[config.mk]
export PLATFORM = sky130hd
export DESIGN_NAME = fan_uptime_counter
export DESIGN_NICKNAME = d
export VERILOG_FILES = /design/src/rtl/fan_uptime_counter_pkg.sv /design/src/rtl/fan_uptime_counter_bcd_up_digit.sv /design/src/rtl/fan_uptime_counter.sv
export SDC_FILE = /design/constraint.sdc
export NUM_CORES = 1
export LEC_CHECK = 0
export CAP_MARGIN = 40
export CORE_MARGIN = 2
export CORE_UTILIZATION = 50
export DETAILED_ROUTE_END_ITERATION = 16
export PLACE_DENSITY = 0.83
export SYNTH_ARGS = -nofsm -noshare
export SYNTH_HDL_FRONTEND = slang
export SYNTH_SLANG_ARGS = --single-unit
[constraint.sdc]
create_clock -name clk -period 2.5 [get_ports clk]
set_clock_uncertainty 0.05 [all_clocks]
set_input_delay 0.375 -clock clk [delete_from_list [all_inputs] [get_ports clk]]
set_output_delay 0.375 -clock clk [all_outputs]
set_load 0.02 [all_outputs]
[src/rtl/fan_uptime_counter_pkg.sv]
// Shared constants for the BCD elapsed-time format {hour,min10,min1,sec10,sec1}.
package fan_uptime_counter_pkg;

   localparam int SEC1_LSB   = 0;
   localparam int SEC10_LSB  = 4;
   localparam int MIN1_LSB   = 8;
   localparam int MIN10_LSB  = 12;
   localparam int HOUR_LSB   = 16;

   localparam int MOD_SEC1   = 10;
   localparam int MOD_SEC10  = 6;
   localparam int MOD_MIN1   = 10;
   localparam int MOD_MIN10  = 6;
   localparam int MOD_HOUR   = 10;

   localparam int          NUM_DIGITS = 5;
   localparam logic [19:0] MAX_TIME   = 20'h95959;

   // Digit index 0 is sec1, 4 is hour.
   function automatic int digit_mod(input int idx);
      case (idx)
         0:       return MOD_SEC1;
         1:       return MOD_SEC10;
         2:       return MOD_MIN1;
         3:       return MOD_MIN10;
         default: return MOD_HOUR;
      endcase
   endfunction

   function automatic int digit_lsb(input int idx);
      case (idx)
         0:       return SEC1_LSB;
         1:       return SEC10_LSB;
         2:       return MIN1_LSB;
         3:       return MIN10_LSB;
         default: return HOUR_LSB;
      endcase
   endfunction

endpackage

[src/rtl/fan_uptime_counter_bcd_up_digit.sv]
// One modulo-N BCD digit of the uptime chain; carry fires when it wraps.
module bcd_up_digit
   import fan_uptime_counter_pkg::*;
#(
   parameter int N = 10
) (
   input  logic       clk,
   input  logic       reset_p,
   input  logic       clr,
   input  logic       inc,
   output logic [3:0] digit,
   output logic       carry
);

   localparam logic [3:0] DMAX = 4'(N - 1);

   logic [3:0] digit_q, digit_d;

   always_comb begin
      digit_d = digit_q;
      if (clr)
         digit_d = '0;
      else if (inc)
         digit_d = (digit_q == DMAX) ? 4'd0 : digit_q + 4'd1;
   end

   always_ff @(posedge clk) begin
      if (reset_p)
         digit_q <= '0;
      else
         digit_q <= digit_d;
   end

   assign digit = digit_q;
   assign carry = inc && (digit_q == DMAX);

endmodule

[src/rtl/fan_uptime_counter.sv]
// Up-counting BCD fan run-time meter with saturation at 9:59:59 and a limit-reached pulse.
module fan_uptime_counter
   import fan_uptime_counter_pkg::*;
#(
   parameter int TICK_DIV = 100_000_000
) (
   input  logic        clk,
   input  logic        reset_p,
   input  logic        run_e,
   input  logic        clear,
   input  logic        limit_en,
   input  logic [19:0] limit_bcd,
   output logic [19:0] cur_time,
   output logic        sec_tick,
   output logic        limit_pedge,
   output logic        overflow
);

   localparam int            PW      = (TICK_DIV > 1) ? $clog2(TICK_DIV) : 1;
   localparam logic [PW-1:0] PRE_MAX = PW'(TICK_DIV - 1);

   logic [PW-1:0]       pre_q, pre_d;
   logic                ovf_q, ovf_d;
   logic                tick_q, tick_d;
   logic                match_q, pedge_q, match;
   logic                tc, at_max, adv;
   logic [19:0]         time_w;
   logic [NUM_DIGITS:0] inc_c;
   logic                hour_carry_unused;

   assign tc     = run_e && !ovf_q && (pre_q == PRE_MAX);
   assign at_max = (time_w == MAX_TIME);
   // Chain only advances on an unsaturated tick; clear always wins.
   assign adv    = tc && !at_max && !clear;
   assign match  = limit_en && (time_w == limit_bcd);

   assign inc_c[0] = adv;
   // Hour carry cannot happen: the chain is held at max time instead of wrapping.
   assign hour_carry_unused = inc_c[NUM_DIGITS];

   for (genvar g = 0; g < NUM_DIGITS; g++) begin : g_digit
      bcd_up_digit #(.N(digit_mod(g))) u_digit (
         .clk     (clk),
         .reset_p (reset_p),
         .clr     (clear),
         .inc     (inc_c[g]),
         .digit   (time_w[digit_lsb(g) +: 4]),
         .carry   (inc_c[g+1])
      );
   end

   always_comb begin
      pre_d  = pre_q;
      ovf_d  = ovf_q;
      tick_d = adv;
      if (clear) begin
         pre_d = '0;
         ovf_d = 1'b0;
      end else if (run_e && !ovf_q) begin
         pre_d = tc ? '0 : pre_q + PW'(1);
         if (tc && at_max)
            ovf_d = 1'b1;
      end
   end

   always_ff @(posedge clk) begin
      if (reset_p) begin
         pre_q   <= '0;
         ovf_q   <= 1'b0;
         tick_q  <= 1'b0;
         match_q <= 1'b0;
         pedge_q <= 1'b0;
      end else begin
         pre_q   <= pre_d;
         ovf_q   <= ovf_d;
         tick_q  <= tick_d;
         match_q <= match;
         pedge_q <= match && !match_q;
      end
   end

   assign cur_time    = time_w;
   assign sec_tick    = tick_q;
   assign limit_pedge = pedge_q;
   assign overflow    = ovf_q;

endmodule

# == Yosys cells after proc, flatten, opt, wreduce, memory -nomap -nowiden ==
# Index checks and enable logic that the tools add are counted.
# op_classes
n_reduce_logical,17
eq_ne,8
muxes,6
addsub,6
# ops
cell,n
$add 27x1->27 const B,1
$eq 27x27->1 const B,1
$mux 27,1
$add 4x1->4 const B,5
$eq 20x20->1,1
$eq 20x20->1 const B,1
$mux 4,5
$eq 4x4->1 const B,3
$logic_and 1x1->1,11
$eq 4x3->1 const B,2
$logic_not 1->1,4
$reduce_and 2->1,1
$reduce_or 2->1,1
# word_totals
regBits,51

# == Logic depth before layout (Yosys ltp) ==
# Gate-level depths: netlist of run 1.
# depth
word_depth,9
ltp_mapped,10
ltp_nobuf,6

# == Modules after synthesis ==
# Synthesis of run 1 repeated with hierarchy kept, for this count alone.
# unflattened
hier_cells,301
area_unflattened_um2,2762.6
# by_module_without_submodules
module,area_each_um2,n_inst,cells_each
fan_uptime_counter,1823.0,1,203
bcd_up_digit at g_digit[0].u_digit ...,188.9,3,20
bcd_up_digit at g_digit[1].u_digit ...,186.4,2,19

# == Worst setup path before layout of run 1 ==
# OpenSTA, ideal clock, no wires.
# synth_timing
path_type,register -> register
startpoint,register pre_q[0]
endpoint,register g_digit[3].u_digit.digit_q[2]
path_stages_with_launch,8
setup_time_ps,70
path_buffers,1
t_arrival_ps,2062
period_less_slack_ps,2182
slack_ps,318
cell_sequence,dfxtp_1 ha_1 and4b_1 buf_2 nand3_4 or4_4 or4b_1 a21oi_1
# synth_via
elab_chain_cells,7
# synth_rtl
item,line,rtl
from (decl),fan_uptime_counter.sv:22,"logic [PW-1:0] pre_q, pre_d;"
from (signal assigned),fan_uptime_counter.sv:74,pre_q <= pre_d;
$eq 27x27->1,fan_uptime_counter.sv:31,assign tc = run_e && !ovf_q && (pre_q == PRE_MAX);
$logic_and 1x1->1,fan_uptime_counter.sv:31,
$logic_and 1x1->1 (2 in a row),fan_uptime_counter.sv:34,assign adv = tc && !at_max && !clear;
$logic_and 1x1->1 (3 in a row),fan_uptime_counter_bcd_up_digit.sv:35,assign carry = inc && (digit_q == DMAX);
to (signal assigned),fan_uptime_counter_bcd_up_digit.sv:31,digit_q <= digit_d;
to (decl),fan_uptime_counter_bcd_up_digit.sv:17,"logic [3:0] digit_q, digit_d;"
# No other way between the ends.
# A chain may end at the register's enable or synchronous reset.

# == Final worst setup path of run 1 ==
# layout_timing
startpoint,register pre_q[0]
endpoint,register g_digit[3].u_digit.digit_q[1]
# Same word-level chain as after synthesis.

==> key figures, run 1 <==
STA
  • Relative slew slack: 0.6724
  • Slew Limit Fails: 0
  • Maximum achievable frequency: 430.0 MHz
  • Measured slew at the worst slew-check pin: 0.4900 ns
  • Final critical path time including I/O delays and setup: 2.326 ns
  • Count of endpoints failing hold in the final timing report: 0
  • Setup_tns: 0 ns
  • Total setup violations reported at the end of the flow: 0
  • Slack of the critical path: 0.1744 ns
  • Share of the clock period used by the worst path: 0.9302

Placed design
  • Routability cong.: 0.7821
  • Dpl cells: 454
  • Count of port buffers added during placement: 47
  • Detailed placement HPWL: 5045 um
  • Worst slack at placement: -0.1235 ns

Logic synthesis
  • Net count of the mapped netlist: 356
  • Number of flip-flops and latches in the synthesized netlist: 51
  • Cell accounting for the most synthesized area: sky130_fd_sc_hd__dfxtp_1
  • Average cell area after synthesis: 8.379 sq um
  • Part of the Yosys area used for sequential elements: 0.3692
  • Post-synthesis cell type count: 45
  • Area contributors post-synth: sky130_fd_sc_hd__dfxtp_1, sky130_fd_sc_hd__xnor2_1, sky130_fd_sc_hd__xor2_1, sky130_fd_sc_hd__nor2_1, sky130_fd_sc_hd__a21oi_1
  • Synthesis Warnings: 0
  • Synth Cell Area: 0.002765 sq mm
  • Gate Count Post-Synth: 330
  • Area share of the leading cell type in the synthesized netlist: 0.3692

Final layout
  • Filler cells: 457
  • Share of post-route cells with drive strength above 1: 0.09487
  • # nets final: 415
  • Non-filler instance count after layout: 462
  • # diodes: 0
  • Area added between synthesis and finish: 27.74%
  • Most used cells in the layout excluding fill and tap cells: sky130_fd_sc_hd__dfxtp_1, sky130_fd_sc_hd__clkdlybuf4s50_1, sky130_fd_sc_hd__nor2_1
  • Most frequent standard cell in the layout excluding fill and tap cells: sky130_fd_sc_hd__dfxtp_1

Worst setup path
  • Critical path class: reg2reg
  • Maximum fanout count along the critical path: 12
  • Capturing point of the worst reg2reg path: g_digit[3].u_digit.digit[1]$_SDFFE_PP0P_
  • Critical Path RT: 2.69 ns
  • Register-to-register setup slack: 0.17 ns
  • Last element of the critical path: g_digit[3].u_digit.digit[1]$_SDFFE_PP0P_
  • Count of cells along the worst register-to-register path: 6
  • Crit. Startpoint: pre_q[0]$_SDFFE_PP0P_
  • CP arrival: 2.52 ns
  • Critical Path Start Type: register
  • Endpoint type of the worst setup path: register
  • R2r startpoint: pre_q[0]$_SDFFE_PP0P_

Power
  • Worst VDD drop: 0.0002501 V
  • Sum of internal, switching and leakage power: 1.438 mW
  • Leakage power of the design: 1.109 nW
  • Pwr dens: 407.2 mW/mm^2

Clocking
  • # hold bufs at CTS: 0
  • Setup repair bufs after CTS: 0
  • # clock sinks: 51
  • CTS tree: built
  • Clock-pin transition on the worst setup and hold timing paths: 0.10 ns
  • CTS Buffer Depth: 2
  • Count of H-tree levels built during CTS: 2
  • CTS Root Buffer Type: sky130_fd_sc_hd__clkbuf_8
  • CTS buffer count: 5
  • Clk_lat worst skew: 0.31 ns

GRT
  • Initial antenna violation count: 0
  • Global routing usage summed across all routing layers: 0.2318
  • Pin count of the biggest net entering global routing: 26
  • Overall overflow remaining after global route: 0
  • Via count of the first global-routing pass: 2,549
  • First-pass GRT wire length: 11,410 um

Run
  • Max-Cap Viols: 0

Drt
  • Initial DRT Pass Iterations: 4
  • 1st-iter DRT viols: 135
  • Total number of vias: 2,690
  • Detail-routed via count per cell: 5.823
  • DRC viols: 0
  • Number of antenna-violating nets in the routed design: 0
  • Detailed-route wire length per cell: 14.85 um
  • Wire length after detailed routing: 6861 um

Run status
  • Status: finished clean

Floorplanning
  • Standard-cell row count: 27
  • Starting utilization of the core area: 0.5084
  • Area of the die: 0.006141 sq mm
  • Height of the die: 78.37 um
  • Horizontal die dimension: 78.37 um
  • Floorplan core area: 0.005439 sq mm
  • Count of boundary I/O pins: 48

Worst hold path
  • Worst Hold Depth: 1
  • Kind of path behind the tightest hold check: reg2reg
==> sequential cells by signal, summed over array words and instances (netlist names) <==
signal and count:
pre_q 27, g_digit.u_digit.digit 20, limit_pedge 1, match_q 1, overflow 1, sec_tick 1
==> area by class of cell <==
cell class	instances	area, sq um	area share
multi-input combinational	252	1630	0.4616
sequential	51	1021	0.2891
timing repair buffer	66	638.1	0.1807
clock buffer	7	96.34	0.02728
tap	72	90.09	0.02550
inverter	13	48.80	0.01382
clock inverter	1	7.507	0.002125
==> Yosys cell counts <==
cell type and instances:
sky130_fd_sc_hd__dfxtp_1 51, sky130_fd_sc_hd__nor2_1 33, sky130_fd_sc_hd__xnor2_1 27, sky130_fd_sc_hd__a21oi_1 21
sky130_fd_sc_hd__nand2_1 18, sky130_fd_sc_hd__xor2_1 16, sky130_fd_sc_hd__nand3_1 15, sky130_fd_sc_hd__nand4_1 15
sky130_fd_sc_hd__inv_1 13, sky130_fd_sc_hd__nor3_1 12, sky130_fd_sc_hd__or4_1 11, sky130_fd_sc_hd__clkbuf_1 9
sky130_fd_sc_hd__o21ai_0 9, sky130_fd_sc_hd__o31ai_1 9, sky130_fd_sc_hd__nor2b_1 8, sky130_fd_sc_hd__and3_1 7
sky130_fd_sc_hd__and4_1 7, sky130_fd_sc_hd__nor4_1 5, sky130_fd_sc_hd__or3_1 5, sky130_fd_sc_hd__and4bb_2 3
sky130_fd_sc_hd__buf_2 3, sky130_fd_sc_hd__nor3b_1 3, sky130_fd_sc_hd__o21a_1 3, sky130_fd_sc_hd__a31o_2 2
sky130_fd_sc_hd__a31oi_1 2, sky130_fd_sc_hd__buf_6 2, sky130_fd_sc_hd__nand2b_1 2, sky130_fd_sc_hd__nand3b_1 2
sky130_fd_sc_hd__a2111oi_2 1, sky130_fd_sc_hd__a311oi_1 1, sky130_fd_sc_hd__a41o_1 1, sky130_fd_sc_hd__and4b_1 1
sky130_fd_sc_hd__ha_1 1, sky130_fd_sc_hd__nand3_4 1, sky130_fd_sc_hd__nand4b_1 1, sky130_fd_sc_hd__nor4bb_1 1
sky130_fd_sc_hd__o2111ai_1 1, sky130_fd_sc_hd__o21bai_1 1, sky130_fd_sc_hd__o311ai_0 1, sky130_fd_sc_hd__o31a_1 1
sky130_fd_sc_hd__o41ai_1 1, sky130_fd_sc_hd__or2_0 1, sky130_fd_sc_hd__or2_2 1, sky130_fd_sc_hd__or4_4 1
sky130_fd_sc_hd__or4b_1 1
==> metal layers <==
layer	GRT usage	routed length, um	up-vias
li1	-	-	1309
met1	0.2618	2942	1289
met2	0.4241	3428	83
met3	0.05172	408	9
met4	0.08772	81	0
met5	0	0	-
==> power by group <==
part	switching, mW	leakage (nW)	internal (mW)	total, mW
Clock	0.283	0.0505	0.252	0.535
Sequential	0.000873	0.411	0.813	0.813
Combinational	0.0361	0.647	0.0537	0.0898
==> worst min-delay path by stage <==
stage,start,to
2_1_floorplan,match_q$_SDFF_PP0_,limit_pedge$_SDFF_PP0_
3_3_place_gp,match_q$_SDFF_PP0_,limit_pedge$_SDFF_PP0_
3_5_place_dp,match_q$_SDFF_PP0_,limit_pedge$_SDFF_PP0_
4_1_cts,match_q$_SDFF_PP0_,limit_pedge$_SDFF_PP0_
5_1_grt,match_q$_SDFF_PP0_,limit_pedge$_SDFF_PP0_
6_report,match_q$_SDFF_PP0_,limit_pedge$_SDFF_PP0_
==> worst max-delay path, stage by stage, from the launching register on <==
cell,delay [ns]
sky130_fd_sc_hd__dfxtp_1,0.38
sky130_fd_sc_hd__ha_1,0.19
sky130_fd_sc_hd__and4b_1,0.28
sky130_fd_sc_hd__nand3_4,0.09
sky130_fd_sc_hd__or4_4,0.60
sky130_fd_sc_hd__or4_1,0.50
sky130_fd_sc_hd__a21oi_1,0.18
==> cell families after synthesis <==
group           count (synthesis)  share of synthesized area
flops                          51                     0.3692
buf+inv                        27                    0.04344
fa+ha+maj                       1                   0.004524
xor+xnor                       43                     0.1362
compound gates                 54                     0.1253
simple gates                  154                     0.3213
==> through the flow <==
stage,hold slack (ns),utilization,instance area [sq um]
floorplan,0.3174,-,2765
global placement,0.3248,0.6292,3422
detailed placement,0.3310,0.6292,3422
CTS,0.3459,0.6483,3526
global route,0.3776,0.6494,3532
finish,0.3449,0.6494,3532
==> what timing repair did <==
action | in CTS | in global routing
setup endpoints to repair | 0 | 1
endpoints found under the hold margin | 0 | 0
gates resized for setup | 0 | 1
(Power assumes the default switching activity.)
==> run 2, diff against run 1 <==
--- a/config.mk
+++ b/config.mk
@@ -6,10 +6,11 @@
 export NUM_CORES = 1
 export LEC_CHECK = 0
 export CAP_MARGIN = 40
-export CORE_MARGIN = 2
+export CORE_MARGIN = 5
 export CORE_UTILIZATION = 50
 export DETAILED_ROUTE_END_ITERATION = 16
 export PLACE_DENSITY = 0.83
+export SLEW_MARGIN = 5
 export SYNTH_ARGS = -nofsm -noshare
 export SYNTH_HDL_FRONTEND = slang
 export SYNTH_SLANG_ARGS = --single-unit
==> run 2 against run 1 <==
Net effect: routed wire length shrank 2.3%; first-iteration DRC count grew 7.4%; sequential power is essentially flat; global-route usage shrank 4.0 points; critical path depth grew 2; clock power grew 11%; cell count grew 0.22%; die area grew 16%; hold slack gained 0.0061 ns; critical endpoint is now g_digit[3].u_digit.digit[3]$_SDFFE_PP0P_; worst setup slack lost 0.0011 ns; fmax is essentially flat; core utilization grew 0.39 points.
==> key figures, run 2 (same netlist as run 1, synthesis figures left out) <==
Power
  • Proportion of power drawn by the clock network: 0.396 (was 0.372)
  • Pwr dens: 421.0 mW/mm^2 (was 407.2 mW/mm^2)
  • Fraction of power consumed by combinational cells: 0.060 (was 0.062)
  • Worst VDD drop: 0.0003661 V (was 0.0002501 V)
  • Switching share of power: 0.2037 (was 0.2222)
  • Leakage power of the design: 1.123 nW (was 1.109 nW)
  • Switch Pwr: 304.8 uW (was 319.6 uW)
  • Internal cell power: 1.191 mW (was 1.119 mW)
  • Sequential fraction of design power: 0.544 (was 0.566)
  • Sum of internal, switching and leakage power: 1.496 mW (was 1.438 mW)

Clocking
  • CTS buffer count: 5 (unchanged)
  • # clock sinks: 51 (unchanged)
  • Count of H-tree levels built during CTS: 2 (unchanged)
  • CTS Root Buffer Type: sky130_fd_sc_hd__clkbuf_8 (unchanged)
  • Clk_lat worst skew: 0.31 ns (about the same)
  • Clock-pin transition on the worst setup and hold timing paths: 0.10 ns (about the same)
  • CTS Buffer Depth: 2 (unchanged)
  • CTS tree: built (unchanged)
  • Setup repair bufs after CTS: 0 (unchanged)

Final layout
  • Flip-flop count of the largest register, all copies and words added: 27 (unchanged)
  • Non-filler instance count after layout: 463 (was 462)
  • Share of post-route cells with drive strength above 1: 0.09719 (was 0.09487)
  • Utilization of the core after routing: 0.6533 (was 0.6494)
  • # nets final: 416 (was 415)
  • Most flops, register: pre_q (unchanged)
  • Finished Cell Area: 0.003553 sq mm (was 0.003532 sq mm)
  • Area added between synthesis and finish: 28.51% (was 27.74%)
  • Most used cells in the layout excluding fill and tap cells: sky130_fd_sc_hd__dfxtp_1, sky130_fd_sc_hd__clkdlybuf4s50_1, sky130_fd_sc_hd__nor2_1 (unchanged)
  • # diodes: 0 (unchanged)
  • Most frequent standard cell in the layout excluding fill and tap cells: sky130_fd_sc_hd__dfxtp_1 (unchanged)

Worst setup path
  • R2r startpoint: pre_q[0]$_SDFFE_PP0P_ (unchanged)
  • Register-to-register setup slack: 0.17 ns (about the same)
  • Critical Path Start Type: register (unchanged)
  • Count of cells along the worst register-to-register path: 8 (was 6)
  • Endpoint type of the worst setup path: register (unchanged)
  • Capturing point of the worst reg2reg path: g_digit[3].u_digit.digit[3]$_SDFFE_PP0P_ (was g_digit[3].u_digit.digit[1]$_SDFFE_PP0P_)
  • CP arrival: 2.52 ns (about the same)
  • Critical path class: reg2reg (unchanged)
  • Maximum fanout count along the critical path: 22 (was 12)
  • Critical Path RT: 2.69 ns (about the same)

STA
  • Count of endpoints failing hold in the final timing report: 0 (unchanged)
  • Measured slew at the worst slew-check pin: 0.4542 ns (was 0.4900 ns)
  • Relative slew slack: 0.6969 (was 0.6724)
  • Final critical path time including I/O delays and setup: 2.327 ns (was 2.326 ns)
  • Share of the clock period used by the worst path: 0.9307 (was 0.9302)
  • Total setup violations reported at the end of the flow: 0 (unchanged)
  • Slack of the critical path: 0.1734 ns (was 0.1744 ns)
  • RSZ-0062 raised after global routing: no
  • Slew Limit Fails: 0 (unchanged)
  • Maximum achievable frequency: 429.8 MHz (was 430.0 MHz)
  • Worst hold slack across all endpoints: 0.3510 ns (was 0.3449 ns)
  • Setup_tns: 0 ns (unchanged)

Run
  • Max-Cap Viols: 0 (unchanged)

GRT
  • Via count of the first global-routing pass: 2,588 (was 2,549)
  • Met2 track demand over resource in global routing: 0.3465 (was 0.4241)
  • Initial antenna violation count: 0 (unchanged)
  • Grt met1 use: 0.2206 (was 0.2618)
  • Met3 GRT Util: 0.04514 (was 0.05172)
  • First-pass GRT wire length: 11,540 um (was 11,410 um)
  • Pin count of the biggest net entering global routing: 26 (unchanged)
  • Global routing usage summed across all routing layers: 0.1915 (was 0.2318)
  • Most used routing layer in global routing: met2 (unchanged)
  • Overall overflow remaining after global route: 0 (unchanged)

Floorplanning
  • Area of the die: 0.007117 sq mm (was 0.006141 sq mm)
  • Horizontal die dimension: 84.37 um (was 78.37 um)
  • Standard-cell row count: 27 (unchanged)
  • Starting utilization of the core area: 0.5084 (unchanged)
  • Height of the die: 84.37 um (was 78.37 um)
  • Floorplan core area: 0.005439 sq mm (unchanged)
  • Count of boundary I/O pins: 48 (unchanged)

Placed design
  • Count of port buffers added during placement: 47 (unchanged)
  • Detailed placement HPWL: 5080 um (was 5045 um)
  • Worst slack at placement: -0.09328 ns (was -0.1235 ns)
  • Dpl cells: 455 (was 454)
  • Routability cong.: 0.8798 (was 0.7821)
  • Placement-stage cell area: 0.003430 sq mm (was 0.003422 sq mm)

Drt
  • Detail-routed via count per cell: 5.708 (was 5.823)
  • 1st-iter DRT viols: 145 (was 135)
  • Detailed-route wire length per cell: 14.47 um (was 14.85 um)
  • Initial DRT Pass Iterations: 4 (unchanged)
  • Number of antenna-violating nets in the routed design: 0 (unchanged)
  • Wire length after detailed routing: 6701 um (was 6861 um)
  • DRC viols: 0 (unchanged)
  • Total number of vias: 2,643 (was 2,690)

Worst hold path
  • Hold path startpoint: match_q$_SDFF_PP0_ (unchanged)
  • Kind of path behind the tightest hold check: reg2reg (unchanged)
  • Worst Hold Depth: 1 (unchanged)
  • Worst Hold Endpoint: limit_pedge$_SDFF_PP0_ (unchanged)

Run status
  • Status: finished clean (unchanged)
## run 2: final cells by class
class | instances | area [sq um]
Inverter | 13 | 48.80
Sequential cell | 51 | 1021
Fill cell | 456 | 1886
Clock inverter | 2 | 35.03
Tap cell | 72 | 90.09
Clock buffer | 6 | 82.58
Multi-Input combinational cell | 252 | 1630
Timing Repair Buffer | 67 | 645.6
## run 2: how the worst max path moves through the flow
stage	startpoint	end	slack, ns
after global routing	pre_q[0]$_SDFFE_PP0P_	g_digit[3].u_digit.digit[1]$_SDFFE_PP0P_	0.07
after floorplan	pre_q[0]$_SDFFE_PP0P_	g_digit[3].u_digit.digit[2]$_SDFFE_PP0P_	0.32
final	pre_q[0]$_SDFFE_PP0P_	g_digit[3].u_digit.digit[3]$_SDFFE_PP0P_	0.17
after detailed placement	run_e	g_digit[4].u_digit.digit[1]$_SDFFE_PP0P_	-0.09
after global placement	run_e	g_digit[3].u_digit.digit[2]$_SDFFE_PP0P_	-0.06
after CTS	pre_q[0]$_SDFFE_PP0P_	g_digit[3].u_digit.digit[3]$_SDFFE_PP0P_	0.18
## run 2: power groups by stage
stage                     registers, mW  clock network [mW]  logic, mW
after floorplan                   0.832                   0     0.0313
after global placement            0.832                   0     0.0885
after detailed placement          0.832                   0     0.0894
after CTS                         0.814               0.613     0.0899
after global routing              0.814               0.645     0.0971
final                             0.813               0.593     0.0897
## run 2: what timing repair did
action	4_1_cts	5_1_grt
hold buffers	0	0
endpoints found under the setup margin	0	1
resized for setup	0	1
## run 2: critical path, stage by stage, from the launching register on
cell,delay (ns)
sky130_fd_sc_hd__dfxtp_1,0.39
sky130_fd_sc_hd__ha_1,0.19
sky130_fd_sc_hd__and4b_1,0.27
sky130_fd_sc_hd__buf_4,0.16
sky130_fd_sc_hd__and3_1,0.18
sky130_fd_sc_hd__nand4_1,0.16
sky130_fd_sc_hd__buf_12,0.20
sky130_fd_sc_hd__or4_1,0.50
sky130_fd_sc_hd__a21oi_1,0.16
## run 2: layer usage
metal	up-vias	wire length, um
met4	0	146
met3	13	360
met1	1252	2915
met5	-	0
met2	67	3279
li1	1311	-
